`src/rtl/mips_bus_pkg.sv`:
```
// Shared types and helpers for the MIPS Avalon bus master: size codes, FSM states,
// grant identifiers, and alignment/byte-lane helpers.
package mips_bus_pkg;

    localparam logic [1:0] SZ_BYTE = 2'b00;
    localparam logic [1:0] SZ_HALF = 2'b01;
    localparam logic [1:0] SZ_WORD = 2'b10;

    typedef enum logic [1:0] {
        StIdle,
        StAccI,
        StAccD,
        StDone
    } state_e;

    typedef enum logic {
        GRANT_I,
        GRANT_D
    } grant_e;

    // Size code 2'b11 is illegal and reported the same way as a misaligned access.
    function automatic logic misaligned(input logic [1:0] size, input logic [1:0] offset);
        case (size)
            SZ_BYTE: return 1'b0;
            SZ_HALF: return offset[0];
            SZ_WORD: return offset != 2'b00;
            default: return 1'b1;
        endcase
    endfunction

    function automatic logic [3:0] byte_enables(input logic [1:0] size, input logic [1:0] offset);
        case (size)
            SZ_BYTE: return 4'b0001 << offset;
            SZ_HALF: return offset[1] ? 4'b1100 : 4'b0011;
            default: return 4'b1111;
        endcase
    endfunction

endpackage

```
`src/rtl/mips_bus_lanes.sv`:
```
// Combinational byte-lane logic: replicates store data across lanes and extracts,
// right-justifies and extends sub-word load data.
module mips_bus_lanes
    import mips_bus_pkg::*;
(
    input  logic [1:0]  st_size,
    input  logic [1:0]  st_offset,
    input  logic [31:0] st_wdata,
    output logic [31:0] st_lanes,
    output logic [3:0]  st_be,
    input  logic [1:0]  ld_size,
    input  logic [1:0]  ld_offset,
    input  logic        ld_signed,
    input  logic [31:0] ld_rdata,
    output logic [31:0] ld_data
);

    logic [7:0]  ld_byte;
    logic [15:0] ld_half;

    always_comb begin
        st_be = byte_enables(st_size, st_offset);
        case (st_size)
            SZ_BYTE: st_lanes = {4{st_wdata[7:0]}};
            SZ_HALF: st_lanes = {2{st_wdata[15:0]}};
            default: st_lanes = st_wdata;
        endcase
    end

    always_comb begin
        case (ld_offset)
            2'd0:    ld_byte = ld_rdata[7:0];
            2'd1:    ld_byte = ld_rdata[15:8];
            2'd2:    ld_byte = ld_rdata[23:16];
            default: ld_byte = ld_rdata[31:24];
        endcase
        ld_half = ld_offset[1] ? ld_rdata[31:16] : ld_rdata[15:0];
        case (ld_size)
            SZ_BYTE: ld_data = {{24{ld_signed & ld_byte[7]}}, ld_byte};
            SZ_HALF: ld_data = {{16{ld_signed & ld_half[15]}}, ld_half};
            default: ld_data = ld_rdata;
        endcase
    end

endmodule

```
`src/rtl/mips_avalon_bus_master.sv`:
```
// Avalon-MM master arbitrating MIPS instruction fetches and data accesses, one
// transaction at a time, with fully registered outputs.
module mips_avalon_bus_master
    import mips_bus_pkg::*;
#(
    parameter bit RESET_GRANT_DATA = 1'b1
) (
    input  logic        clk,
    input  logic        reset,
    input  logic        i_req,
    input  logic [31:0] i_addr,
    output logic        i_ready,
    output logic [31:0] i_rdata,
    output logic        i_err,
    input  logic        d_req,
    input  logic        d_we,
    input  logic [31:0] d_addr,
    input  logic [1:0]  d_size,
    input  logic        d_signed,
    input  logic [31:0] d_wdata,
    output logic        d_ready,
    output logic [31:0] d_rdata,
    output logic        d_err,
    output logic [31:0] address,
    output logic        read,
    output logic        write,
    output logic [31:0] writedata,
    output logic [3:0]  byteenable,
    input  logic        waitrequest,
    input  logic [31:0] readdata
);

    state_e state_q, state_d;
    grant_e last_grant_q, last_grant_d, grant;
    logic   grant_bad;
    logic   armed_q, armed_d;
    logic   we_q, we_d, signed_q, signed_d;
    logic [1:0] size_q, size_d, offset_q, offset_d;

    logic [31:0] address_d, writedata_d, i_rdata_d, d_rdata_d;
    logic [3:0]  byteenable_d;
    logic        read_d, write_d, i_ready_d, d_ready_d, i_err_d, d_err_d;

    logic [31:0] st_lanes, ld_data;
    logic [3:0]  st_be;

    mips_bus_lanes u_lanes (
        .st_size   (d_size),
        .st_offset (d_addr[1:0]),
        .st_wdata  (d_wdata),
        .st_lanes  (st_lanes),
        .st_be     (st_be),
        .ld_size   (size_q),
        .ld_offset (offset_q),
        .ld_signed (signed_q),
        .ld_rdata  (readdata),
        .ld_data   (ld_data)
    );

    always_comb begin
        if (i_req && d_req) begin
            grant = (last_grant_q == GRANT_I) ? GRANT_D : GRANT_I;
        end else if (d_req) begin
            grant = GRANT_D;
        end else begin
            grant = GRANT_I;
        end
        grant_bad = (grant == GRANT_I) ? misaligned(SZ_WORD, i_addr[1:0])
                                       : misaligned(d_size, d_addr[1:0]);
    end

    always_comb begin
        state_d      = state_q;
        last_grant_d = last_grant_q;
        armed_d      = armed_q;
        we_d         = we_q;
        signed_d     = signed_q;
        size_d       = size_q;
        offset_d     = offset_q;
        address_d    = address;
        writedata_d  = writedata;
        byteenable_d = byteenable;
        read_d       = read;
        write_d      = write;
        i_rdata_d    = i_rdata;
        d_rdata_d    = d_rdata;
        i_ready_d    = 1'b0;
        d_ready_d    = 1'b0;
        i_err_d      = 1'b0;
        d_err_d      = 1'b0;

        case (state_q)
            StIdle: begin
                read_d  = 1'b0;
                write_d = 1'b0;
                if (i_req || d_req) begin
                    last_grant_d = grant;
                    armed_d      = 1'b0;
                    if (grant_bad) begin
                        state_d = StDone;
                        if (grant == GRANT_I) begin
                            i_ready_d = 1'b1;
                            i_err_d   = 1'b1;
                        end else begin
                            d_ready_d = 1'b1;
                            d_err_d   = 1'b1;
                        end
                    end else if (grant == GRANT_I) begin
                        state_d      = StAccI;
                        address_d    = {i_addr[31:2], 2'b00};
                        byteenable_d = 4'b1111;
                        read_d       = 1'b1;
                    end else begin
                        state_d   = StAccD;
                        address_d = {d_addr[31:2], 2'b00};
                        we_d      = d_we;
                        signed_d  = d_signed;
                        size_d    = d_size;
                        offset_d  = d_addr[1:0];
                        if (d_we) begin
                            write_d      = 1'b1;
                            writedata_d  = st_lanes;
                            byteenable_d = st_be;
                        end else begin
                            read_d       = 1'b1;
                            byteenable_d = 4'b1111;
                        end
                    end
                end
            end
            StAccI, StAccD: begin
                // The first cycle of a bus access is an address phase; the
                // slave's waitrequest is honoured from the second cycle on.
                armed_d = 1'b1;
                if (armed_q && !waitrequest) begin
                    read_d  = 1'b0;
                    write_d = 1'b0;
                    state_d = StDone;
                    if (state_q == StAccI) begin
                        i_ready_d = 1'b1;
                        i_rdata_d = readdata;
                    end else begin
                        d_ready_d = 1'b1;
                        if (!we_q) begin
                            d_rdata_d = ld_data;
                        end
                    end
                end
            end
            default: begin
                state_d = StIdle;
            end
        endcase
    end

    always_ff @(posedge clk) begin
        if (reset) begin
            state_q      <= StIdle;
            last_grant_q <= RESET_GRANT_DATA ? GRANT_I : GRANT_D;
            armed_q      <= 1'b0;
            we_q         <= 1'b0;
            signed_q     <= 1'b0;
            size_q       <= SZ_WORD;
            offset_q     <= 2'b00;
            address      <= '0;
            writedata    <= '0;
            byteenable   <= '0;
            read         <= 1'b0;
            write        <= 1'b0;
            i_rdata      <= '0;
            d_rdata      <= '0;
            i_ready      <= 1'b0;
            d_ready      <= 1'b0;
            i_err        <= 1'b0;
            d_err        <= 1'b0;
        end else begin
            state_q      <= state_d;
            last_grant_q <= last_grant_d;
            armed_q      <= armed_d;
            we_q         <= we_d;
            signed_q     <= signed_d;
            size_q       <= size_d;
            offset_q     <= offset_d;
            address      <= address_d;
            writedata    <= writedata_d;
            byteenable   <= byteenable_d;
            read         <= read_d;
            write        <= write_d;
            i_rdata      <= i_rdata_d;
            d_rdata      <= d_rdata_d;
            i_ready      <= i_ready_d;
            d_ready      <= d_ready_d;
            i_err        <= i_err_d;
            d_err        <= d_err_d;
        end
    end

endmodule

```
`config.mk`:
```
export PLATFORM = sky130hd
export DESIGN_NAME = mips_avalon_bus_master
export DESIGN_NICKNAME = d
export VERILOG_FILES = /design/src/rtl/mips_bus_pkg.sv /design/src/rtl/mips_bus_lanes.sv /design/src/rtl/mips_avalon_bus_master.sv
export SDC_FILE = /design/constraint.sdc
export NUM_CORES = 1
export LEC_CHECK = 0
export BUFFER_PORTS_ARGS = -buffer_cell sky130_fd_sc_hd__buf_2
export CAP_MARGIN = 40
export CORE_MARGIN = 8
export CORE_UTILIZATION = 42
export DETAILED_ROUTE_END_ITERATION = 8
export GPL_TIMING_DRIVEN = 0
export PLACE_DENSITY = 0.72
export SETUP_SLACK_MARGIN = 0.05
export SYNTH_ARGS = -nofsm -noshare
export SYNTH_HDL_FRONTEND = slang
export SYNTH_SLANG_ARGS = --single-unit
```
`constraint.sdc`:
```
create_clock -name clk -period 2.5 [get_ports clk]
set_clock_uncertainty 0.1 [all_clocks]
set_input_delay 0.375 -clock clk [delete_from_list [all_inputs] [get_ports clk]]
set_output_delay 0.375 -clock clk [all_outputs]
set_load 0.01 [all_outputs]
```
# Yosys cells after proc, flatten, opt, wreduce, memory -nomap -nowiden
# Cells that the tools add are included.
word_totals:
  regBits: 148
  input_bits: 137
  out_inout_bits: 138
  elab_cells: 100
classes:
  n_eq_ne: 9
  shift: 1
  mux: 44
  n_bitwise: 6
  n_reduce_logical: 22
op_table:
  columns: ["op", "count"]
  rows:
  - ["one-hot mux 32 bit (2 select lines)", 2]
  - ["two-way mux 32 bit", 1]
  - ["two-way mux 1 bit", 24]
  - ["one-hot mux 8 bit (3 select lines)", 1]
  - ["two-way mux 16 bit", 1]
  - ["two-way mux 4 bit", 3]
  - ["one-hot mux 1 bit (2 select lines)", 5]
  - ["== test 2 x 1 -> 1 bit (second input constant)", 4]
  - ["zero test 2 bit", 4]
  - ["two-way mux 2 bit", 4]
  - ["one-hot mux 4 bit (2 select lines)", 1]
  - ["AND reduction 2 bit", 4]
  - ["AND reduction 4 bit", 2]
  - ["== test 2 bit (second input constant)", 3]
  - ["AND reduction 3 bit", 2]
  - ["nonzero test 2 bit", 3]
  - ["AND reduction 5 bit", 1]
  - ["!= test 2 bit (second input constant)", 2]
  - ["NOT 1 bit", 4]
  - ["one-hot mux 2 bit (2 select lines)", 1]
  - ["OR reduction 2 bit", 2]
  - ["left shift 1 x 2 -> 4 bit (first input constant)", 1]
  - ["one-hot mux 1 bit (3 select lines)", 1]
  - ["AND 1 bit", 2]
  - ["3 further kinds", 4]

# Longest topological paths before layout
# Gate-level depths: netlist (run 1).
logic_depth:
  depth_word: 6
  ltp_mapped: 9
  depth_no_buf: 6

# By module
# From an unflattened synthesis (run 1), not the netlist that was laid out.
hier_totals:
  cells_unflattened: 845
  area_unflattened_um2: 7074.3
by_module_without_submodules:
  columns: ["module", "instances", "cells_each", "area_each_um2", "seq_area_each_um2"]
  rows:
  - ["mips_avalon_bus_master", 1, 662, 5799.3, 2922.8]
  - ["mips_bus_lanes", 1, 183, 1275.0, 0.0]

# Worst setup path after synthesis (run 1)
# Ideal clock, no wire load.
synth_path:
  path_kind: "reg-to-reg"
  startpoint: "register state_q[0]"
  endpoint: "register d_rdata[21]"
  setup_time_ps: 134
  arrival_time_ps: 1833
  t_required_ps: 2266
  slack_ps: 433
  path_stages_with_launch: 9
  n_path_buf: 2
  synth_period_minus_slack_ps: 2067
  cell_sequence: "dfxtp_1 > inv_1 > ha_1 > nand3b_1 > or3_1 > buf_2 > a211oi_4 > buf_6 > a211oi_1"
synth_via:
  elab_chain_cells: 3
  elab_cells_between_ends: 5
  classes_between: "eq/ne (2); bitwise (1); reduce/logical (2)"
synth_lines:
  columns: ["element", "line", "source"]
  rows:
  - ["start, declared", "mips_avalon_bus_master.sv:33", "state_e state_q, state_d;"]
  - ["start signal, assigned", "mips_avalon_bus_master.sv:158", "state_q <= StIdle;"]
  - ["start signal, assigned", "mips_avalon_bus_master.sv:177", "state_q <= state_d;"]
  - ["== test 2 x 1 -> 1 bit or == test 2 bit (tied branches)", "mips_avalon_bus_master.sv:92, mips_avalon_bus_master.sv:139", null]
  - ["OR reduction 2 bit or NOT 1 bit (tied branches)", null, null]
  - ["AND reduction 4 bit (no line) *", null, null]
  - ["end signal, assigned", "mips_avalon_bus_master.sv:190", "d_rdata <= d_rdata_d;"]
  - ["end, declared", "mips_avalon_bus_master.sv:22", "output logic [31:0] d_rdata,"]
# Mark *: on every way between the ends. The rest lies on a longest branch, timed or not.
# A chain may end at the register's enable or synchronous reset.

# Worst setup path after layout (run 1)
layout_path:
  startpoint: "register state_q[0]"
  endpoint: "register d_rdata[19]"
# The elaborated chain is that of the path after synthesis.

==> results.ini, run 1 <==
[cts]
cts_tree = built
clk_pin_slew_ns = 0.06
htreeDepth = 4
clock-sinks = 146
cts.path.max_buffers = 2
cts-root-buf = clkbuf_16
insertion_delay_ns = 0.42
cts_buffers = 17

[yosys]
synthSimpleGateAreaFrac = 0.178
netlist_top_cells_area = dfxtp_1 (45%), mux2i_1 (8.0%), nand2_1 (7.7%)
synth.top_cell.area_share = 0.446
synth_edf_count = 0
yosysWarnings = 0
syn_area_um2 = 6550
synthAdderAreaFrac = 0.00573
synth_top_family_by_area = compound AO/OA/AOI/OAI gates
ys.flop_type = dfxtp_1
synth-seq-cells = 146
synth_cell_type_count = 53
synth-compound-area-share = 0.227
muxShareOfSynthArea = 0.0933
avgSynthCellArea_um2 = 8.85
synth_xor_area_frac = 0
yosys.area.top_type = dfxtp_1
seq_area_frac_synth = 0.446
async_flop_share = 0
syn_inst = 740

[placement]
io_buffers = 270
dpl_cell_area_um2 = 8140
gp_congestion = 0.934
dpl.hpwl_mm = 17.9

[timing]
worst_slew_pin_slew_ns = 0.686
hold_violations = 0
max_freq_ghz = 0.430
drv_slew = 0
hold_ws_ns = 0.0997
post-route-period-util = 0.929
setup_violations = 0
setup_tns_ns = 0
finalCriticalPeriod_ns = 2.32
rsz0062_at_grt = false
timing.max_slew.rel_slack = 0.543

[floorplanning]
ioPinCount = 275
start_util = 0.431
row_count = 45
die_area_um2 = 19800
core_area_um2 = 15200
die_y_um = 141
die_w_um = 141

[power_and_ir_drop]
p_per_area_nw_per_um2 = 814
seqPwrFrac = 0.387
internal_power_mw = 4.94
p_comb_frac = 0.248
p_leak_nw = 3.91
ir_worst_vdd_v = 0.000464
switching_share = 0.306
p_sw_mw = 2.18
clock_power_share = 0.366

[global_route]
grt_pass1_vias = 6538
grt_antenna_before_repair = 2
grt-ovfl-total = 0
grt_pass1_wl_mm = 35.2
grt_max_degree = 17
track_usage = 0.222

[drt]
wl_per_cell_um = 18.6
first_iter_violations = 460
finalWirelength_mm = 22.9
drt_pass1_iterations = 5
vias = 6681
remaining_drc_errors = 0
postRouteAntennaNets = 0
vias_per_cell = 5.42

[run_status]
status = finished clean

[final_layout]
post-route-util = 0.576
post_route_cells_drive_above_1_share = 0.368
syn_to_final_growth_pct = 33.8
fin_nets = 1171
final_area_um2 = 8760

[worst_setup_path]
startpoint_type = flip-flop
cp_slowest_cell = dfxtp_1
worst-setup-path-type = flip-flop to flip-flop
critPathMaxFanout = 8
slowest_delay_ns = 0.40
path_cells = inv_1 > ha_2 > nand3b_1 > or3_1 > buf_2 > a211oi_4 > buf_4 > a211oi_1
required_ns = 2.68
arrival_ns = 2.51
cp-end-kind = flip-flop

[flow_run]
drv_cap = 0

[worst_hold_path]
min_path_type = primary input to flip-flop

-- placed cells by master (no fill, tap or decap), drive strengths merged, types with 19 or more instances in the layout --
| cell | count |
|---|---|
| a211oi | 75 |
| a21oi | 58 |
| buf | 303 |
| clkbuf | 51 |
| dfxtp | 146 |
| mux2i | 52 |
| nand2 | 134 |
| nor2 | 61 |
| nor3 | 40 |
| o21ai | 19 |
-- worst paths after layout --
path / startpoint / to / slack [ns] / cells after the start
setup / recovery: state_q[0]$_SDFFE_PP0P_ / d_rdata[19]$_SDFFE_PP0P_ / 0.18 / 8
setup reg to reg: state_q[0]$_SDFFE_PP0P_ / d_rdata[19]$_SDFFE_PP0P_ / 0.18 / 8
hold / removal: d_signed / signed_q$_SDFFE_PP0P_ / 0.1 / 3
hold reg to reg: i_rdata[24]$_SDFFE_PP0P_ / i_rdata[24]$_SDFFE_PP0P_ / 0.35 / 2
-- area by class of cell --
class	count	area [um2]
multi-input combinational	527	3310
inverter	4	15.0
clock inverter	13	159
buffer	64	309
sequential	146	2920
fill	1445	6440
timing repair buffer	271	1360
clock buffer	19	443
tap	188	235
antenna	1	2.50
-- sequential cells by signal, summed over array words and instances (netlist names) --
| signal | count |
|---|---|
| signed_q | 1 |
| last_grant_q | 1 |
| i_ready | 1 |
| armed_q | 1 |
| we_q | 1 |
| d_ready | 1 |
| i_rdata | 32 |
| offset_q | 2 |
| address | 30 |
| byteenable | 4 |
| i_err | 1 |
| state_q | 2 |
| writedata | 32 |
| read | 1 |
| size_q | 2 |
| write | 1 |
| d_err | 1 |
| d_rdata | 32 |
-- kinds of logic after synthesis --
kind of cell               after synthesis
and+or+nand+nor                        267
DFF                                    146
muxes                                   60
buffers and inverters                   68
other                                    1
AOI/OAI and AO/OA                      195
adders and majority gates                3
-- per-layer routing --
metal | global-route usage | vias to the layer above | part of all wire
li1 | - | 3211 | -
met4 | 0.0713 | 2 | 0.018
met3 | 0.0834 | 36 | 0.089
met5 | 0 | - | 0.00044
met2 | 0.371 | 293 | 0.48
met1 | 0.259 | 3139 | 0.41
-- stage by stage --
stage / cells / setup WS, ns / power, mW
2_1_floorplan: 741 / 0.433 / 3.91
3_3_place_gp: 1199 / 0.126 / 4.53
3_5_place_dp: 1199 / 0.0889 / 4.56
4_1_cts: 1231 / 0.0861 / 7.15
5_1_grt: 1233 / 0.0812 / 7.45
6_report: 1233 / 0.176 / 7.12
-- power by group through the flow --
stage	registers, mW	logic, mW	clock network (mW)
3_3_place_gp	2.79	1.74	0
5_1_grt	2.79	1.93	2.73
4_1_cts	2.75	1.76	2.63
2_1_floorplan	2.90	1.01	0
6_report	2.75	1.76	2.60
3_5_place_dp	2.80	1.76	0
-- synth_stat cells, types with 3 or more instances --
cell / n
dfxtp_1: 146
nand2_1: 134
nor2_1: 61
a21oi_1: 56
mux2i_1: 52
a211oi_1: 45
nor3_1: 38
clkbuf_1: 31
a211oi_2: 29
buf_2: 24
o21ai_0: 19
a22oi_1: 9
a311oi_1: 9
nand2b_1: 9
mux2_2: 8
a222oi_1: 4
buf_6: 4
inv_1: 4
a2111oi_0: 3
a21o_1: 3
ha_1: 3
nand3_1: 3
nor2b_1: 3
o22ai_1: 3
-- what timing repair did --
action / in CTS / in global routing
hold buffers: 0 / 0
gates resized for setup: 0 / 2
hold endpoints to repair: 0 / 0
endpoints found under the setup margin: 0 / 18
setup buffers: 0 / 1
-- critical path: cells and delay by family, from the launching register on --
family | cells | cell delay (ns)
simple gates | 2 | 0.48
compound gates | 2 | 0.37
fa+ha+maj | 1 | 0.39
flops | 1 | 0.40
buf+inv | 3 | 0.45
(Power assumes the default switching activity.)
==> inputs of run 2 (changes only) <==
CORE_MARGIN = default   (was 8)
==> results.ini, run 2 (same netlist as run 1, synthesis figures left out) <==
[placement]
dp.cells = 1199
dpl.hpwl_mm = 15.8
dpl_cell_area_um2 = 8140
io_buffers = 270
gp_congestion = 0.899
dp_worst_setup_slack_ns = 0.0913

[run_status]
status = finished clean

[cts]
cts_tree = built
insertion_delay_ns = 0.42
clock-sinks = 146
cts-root-buf = clkbuf_16
cts.path.max_buffers = 2
cts_buffers = 17
clk_pin_slew_ns = 0.06
htreeDepth = 4

[timing]
worst_slew_pin_slew_ns = 0.707
rsz0062_at_grt = false
finalCriticalPeriod_ns = 2.30
timing.max_slew.rel_slack = 0.528
max_freq_ghz = 0.435
setup_tns_ns = 0
setup_violations = 0
drv_slew = 0
setup_slack_ns = 0.199
hold_ws_ns = 0.105
hold_violations = 0
post-route-period-util = 0.921

[final_layout]
final_common_cell = buf_2
fin_nets = 1172
antenna_cells = 0
top_regs = d_rdata: 32 flops, i_rdata: 32 flops, writedata: 32 flops
post_route_cells_drive_above_1_share = 0.367
final_area_um2 = 8770
syn_to_final_growth_pct = 33.9
final_cell_mix = buf_2 (294), dfxtp_1 (145), nand2_1 (134), nor2_1 (61), a21oi_1 (56)
final_cells = 1233
post-route-util = 0.577

[worst_setup_path]
critPathMaxFanout = 10
worst-setup-path-type = flip-flop to flip-flop
required_ns = 2.68
cp-end-kind = flip-flop
startpoint_type = flip-flop
arrival_ns = 2.48

[global_route]
grt_pass1_vias = 6269
grt-ovfl-total = 0
grt_antenna_before_repair = 0
track_usage = 0.263
grt_pass1_wl_mm = 32.9
grt_max_degree = 17

[flow_run]
drv_cap = 0

[drt]
vias = 6607
finalWirelength_mm = 20.9
first_iter_violations = 409
drt_pass1_iterations = 6
postRouteAntennaNets = 0
wl_per_cell_um = 16.9
remaining_drc_errors = 0
vias_per_cell = 5.36

[floorplanning]
die_area_um2 = 16100
row_count = 45
die_w_um = 127
die_y_um = 127
start_util = 0.431
core_area_um2 = 15200
ioPinCount = 275

[power_and_ir_drop]
p_per_area_nw_per_um2 = 810
p_leak_nw = 3.91
total_power_mw = 7.10
ir_worst_vdd_v = 0.000465

[worst_hold_path]
min_path_type = primary input to flip-flop

## run 2: final timing paths
path / startpoint / end / slack [ns] / depth (start not counted)
worst max-delay path: state_q[1]$_SDFFE_PP0P_ / d_rdata[28]$_SDFFE_PP0P_ / 0.20 / 9
worst min-delay path: d_signed / signed_q$_SDFFE_PP0P_ / 0.10 / 3
worst max register to register: state_q[1]$_SDFFE_PP0P_ / d_rdata[28]$_SDFFE_PP0P_ / 0.20 / 9
worst min register to register: writedata[24]$_SDFFE_PP0P_ / writedata[24]$_SDFFE_PP0P_ / 0.35 / 2
## run 2: worst max-delay path: stages (launching register included)
cell      delay [ns]
dfxtp_1         0.36
inv_1           0.09
ha_4            0.32
nand3b_1        0.15
or3_1           0.34
buf_2           0.19
a211oi_4        0.21
buf_4           0.19
buf_6           0.15
a211oi_1        0.07
## run 2: power breakdown
group	switching, mW	leakage (nW)	total (mW)	internal, mW
Combinational	1.01	2.43	1.77	0.760
Sequential	0.150	1.19	2.75	2.60
Clock	0.966	0.286	2.58	1.61
## run 2: repair_timing
action	in CTS	in global routing
hold buffers	0	0
buffers inserted	0	2
resized for setup	0	4
endpoints found under the setup margin	0	27
## run 2: area by class of cell
cell class / count / area, um2
Tap cell: 188 / 235
Clock buffer: 22 / 464
Buffer: 64 / 309
Fill cell: 1456 / 6430
Multi-Input combinational cell: 527 / 3320
Timing Repair Buffer: 272 / 1370
Inverter: 4 / 15.0
Clock inverter: 10 / 133
Sequential cell: 146 / 2920
## run 2: per-layer routing
metal  GRT usage  vias up  part of all wire
met4       0.125        0             0.029
met2       0.421      296              0.46
met1       0.332     3051              0.43
met5           0        -                 0
met3      0.0662       45             0.079
li1            -     3215                 -
==> inputs of run 3 (changes only) <==
CORE_UTILIZATION = 48   (was 42)
PLACE_DENSITY = 0.8   (was 0.72)
==> results.ini, run 3 (same netlist as run 1, synthesis figures left out) <==
[run_status]
status = finished clean

[timing]
finalCriticalPeriod_ns = 2.32
drv_slew = 0
timing.max_slew.rel_slack = 0.523
rsz0062_at_grt = false
setup_tns_ns = 0
worst_slew_pin_slew_ns = 0.715
post-route-period-util = 0.929
setup_violations = 0
hold_violations = 0
max_freq_ghz = 0.430

[worst_hold_path]
min_path_type = primary input to flip-flop
holdPathStages = 3

[cts]
cts.path.max_buffers = 2
htreeDepth = 4
clock-sinks = 146
cts_tree = built
cts_buffers = 17
clk_pin_slew_ns = 0.06
cts-root-buf = clkbuf_16
insertion_delay_ns = 0.42

[drt]
wl_per_cell_um = 16.7
finalWirelength_mm = 20.4
first_iter_violations = 540
remaining_drc_errors = 0
drt_pass1_iterations = 6
vias = 6712
vias_per_cell = 5.49
postRouteAntennaNets = 0

[placement]
dpl_cell_area_um2 = 8120
dpl.hpwl_mm = 15.3
io_buffers = 270
gp_congestion = 0.916

[worst_setup_path]
cp-end-kind = flip-flop
r2r_cells = 9
startpoint_type = flip-flop
path_cells = inv_1 > ha_2 > nand3b_1 > or3_1 > buf_2 > a211oi_4 > buf_4 > buf_6 > a211oi_1
worst-setup-path-type = flip-flop to flip-flop
arrival_ns = 2.50
cp_slowest_cell = dfxtp_1
critPathMaxFanout = 8
required_ns = 2.68
slowest_delay_ns = 0.39

[final_layout]
syn_to_final_growth_pct = 34.8
final_common_cell = buf_2
final_cell_mix = buf_2 (294), dfxtp_1 (146), nand2_1 (134), nor2_1 (61), a21oi_1 (56)
post_route_cells_drive_above_1_share = 0.370
top_regs = d_rdata: 32 flops, i_rdata: 32 flops, writedata: 32 flops
final_area_um2 = 8830
fin_nets = 1174
antenna_cells = 0

[floorplanning]
core_area_um2 = 13300
die_area_um2 = 14100
die_w_um = 119
die_y_um = 119
ioPinCount = 275
start_util = 0.492
row_count = 42

[power_and_ir_drop]
p_leak_nw = 3.96
switching_share = 0.290
p_comb_frac = 0.239
ir_worst_vdd_v = 0.000431
internal_power_mw = 5.22
clock_power_share = 0.386
seqPwrFrac = 0.375
p_sw_mw = 2.13
p_per_area_nw_per_um2 = 833

[global_route]
grt_pass1_wl_mm = 31.7
grt_antenna_before_repair = 0
grt_max_degree = 17
grt_pass1_vias = 6179
track_usage = 0.289
grt-ovfl-total = 0

[flow_run]
drv_cap = 0

==> run 3: timing repair <==
item,in CTS,in global routing
gates resized for setup,0,4
buffers inserted,0,3
hold buffers,0,0
setup endpoints to repair,0,14
==> run 3: critical path, delay by kind of cell (launching register included) <==
family	cells	cell delay, ns
buffers and inverters	4	0.56
and+or+nand+nor	2	0.46
DFF	1	0.39
adders and majority gates	1	0.39
AOI/OAI and AO/OA	2	0.26
==> run 3: layout make-up <==
class                   instances  area [um2]
well taps                     176         220
multi-input cells             527        3310
plain buffers                  64         309
fillers                      1134        4470
repair buffers                274        1390
clock buffers                  22         484
flip-flops and latches        146        2920
inverters                       4        15.0
clock inverters                10         178
==> run 3: metrics by stage <==
step | instances | total power, mW | setup WS (ns) | util | hold WS (ns)
3_3_place_gp | 1187 | 4.49 | 0.146 | 0.611 | 0.338
2_1_floorplan | 741 | 3.91 | 0.433 | - | 0.352
6_report | 1223 | 7.35 | 0.177 | 0.664 | 0.108
4_1_cts | 1219 | 7.35 | 0.115 | 0.661 | 0.0949
3_5_place_dp | 1187 | 4.53 | 0.127 | 0.611 | 0.343
5_1_grt | 1223 | 7.67 | 0.0628 | 0.664 | 0.106
==> run 3: power groups by stage <==
stage | Clock [mW] | Sequential (mW) | Combinational (mW)
3_3_place_gp | 0 | 2.79 | 1.70
4_1_cts | 2.86 | 2.75 | 1.73
2_1_floorplan | 0 | 2.90 | 1.01
6_report | 2.84 | 2.75 | 1.76
3_5_place_dp | 0 | 2.80 | 1.73
5_1_grt | 2.97 | 2.78 | 1.92
==> run 3: layer usage <==
| layer | vias up | track usage | share of wire |
|---|---|---|---|
| met5 | - | 0 | 0 |
| met4 | 0 | 0.127 | 0.025 |
| met3 | 46 | 0.0767 | 0.082 |
| met2 | 311 | 0.478 | 0.48 |
| met1 | 3133 | 0.351 | 0.41 |
| li1 | 3222 | - | - |
==> run 3: final timing paths <==
path,startpoint,to,slack (ns)
worst max register to register,state_q[0]$_SDFFE_PP0P_,d_rdata[25]$_SDFFE_PP0P_,0.18
worst max-delay path,state_q[0]$_SDFFE_PP0P_,d_rdata[25]$_SDFFE_PP0P_,0.18
worst min register to register,writedata[28]$_SDFFE_PP0P_,writedata[28]$_SDFFE_PP0P_,0.35
worst min-delay path,readdata[0],i_rdata[0]$_SDFFE_PP0P_,0.11
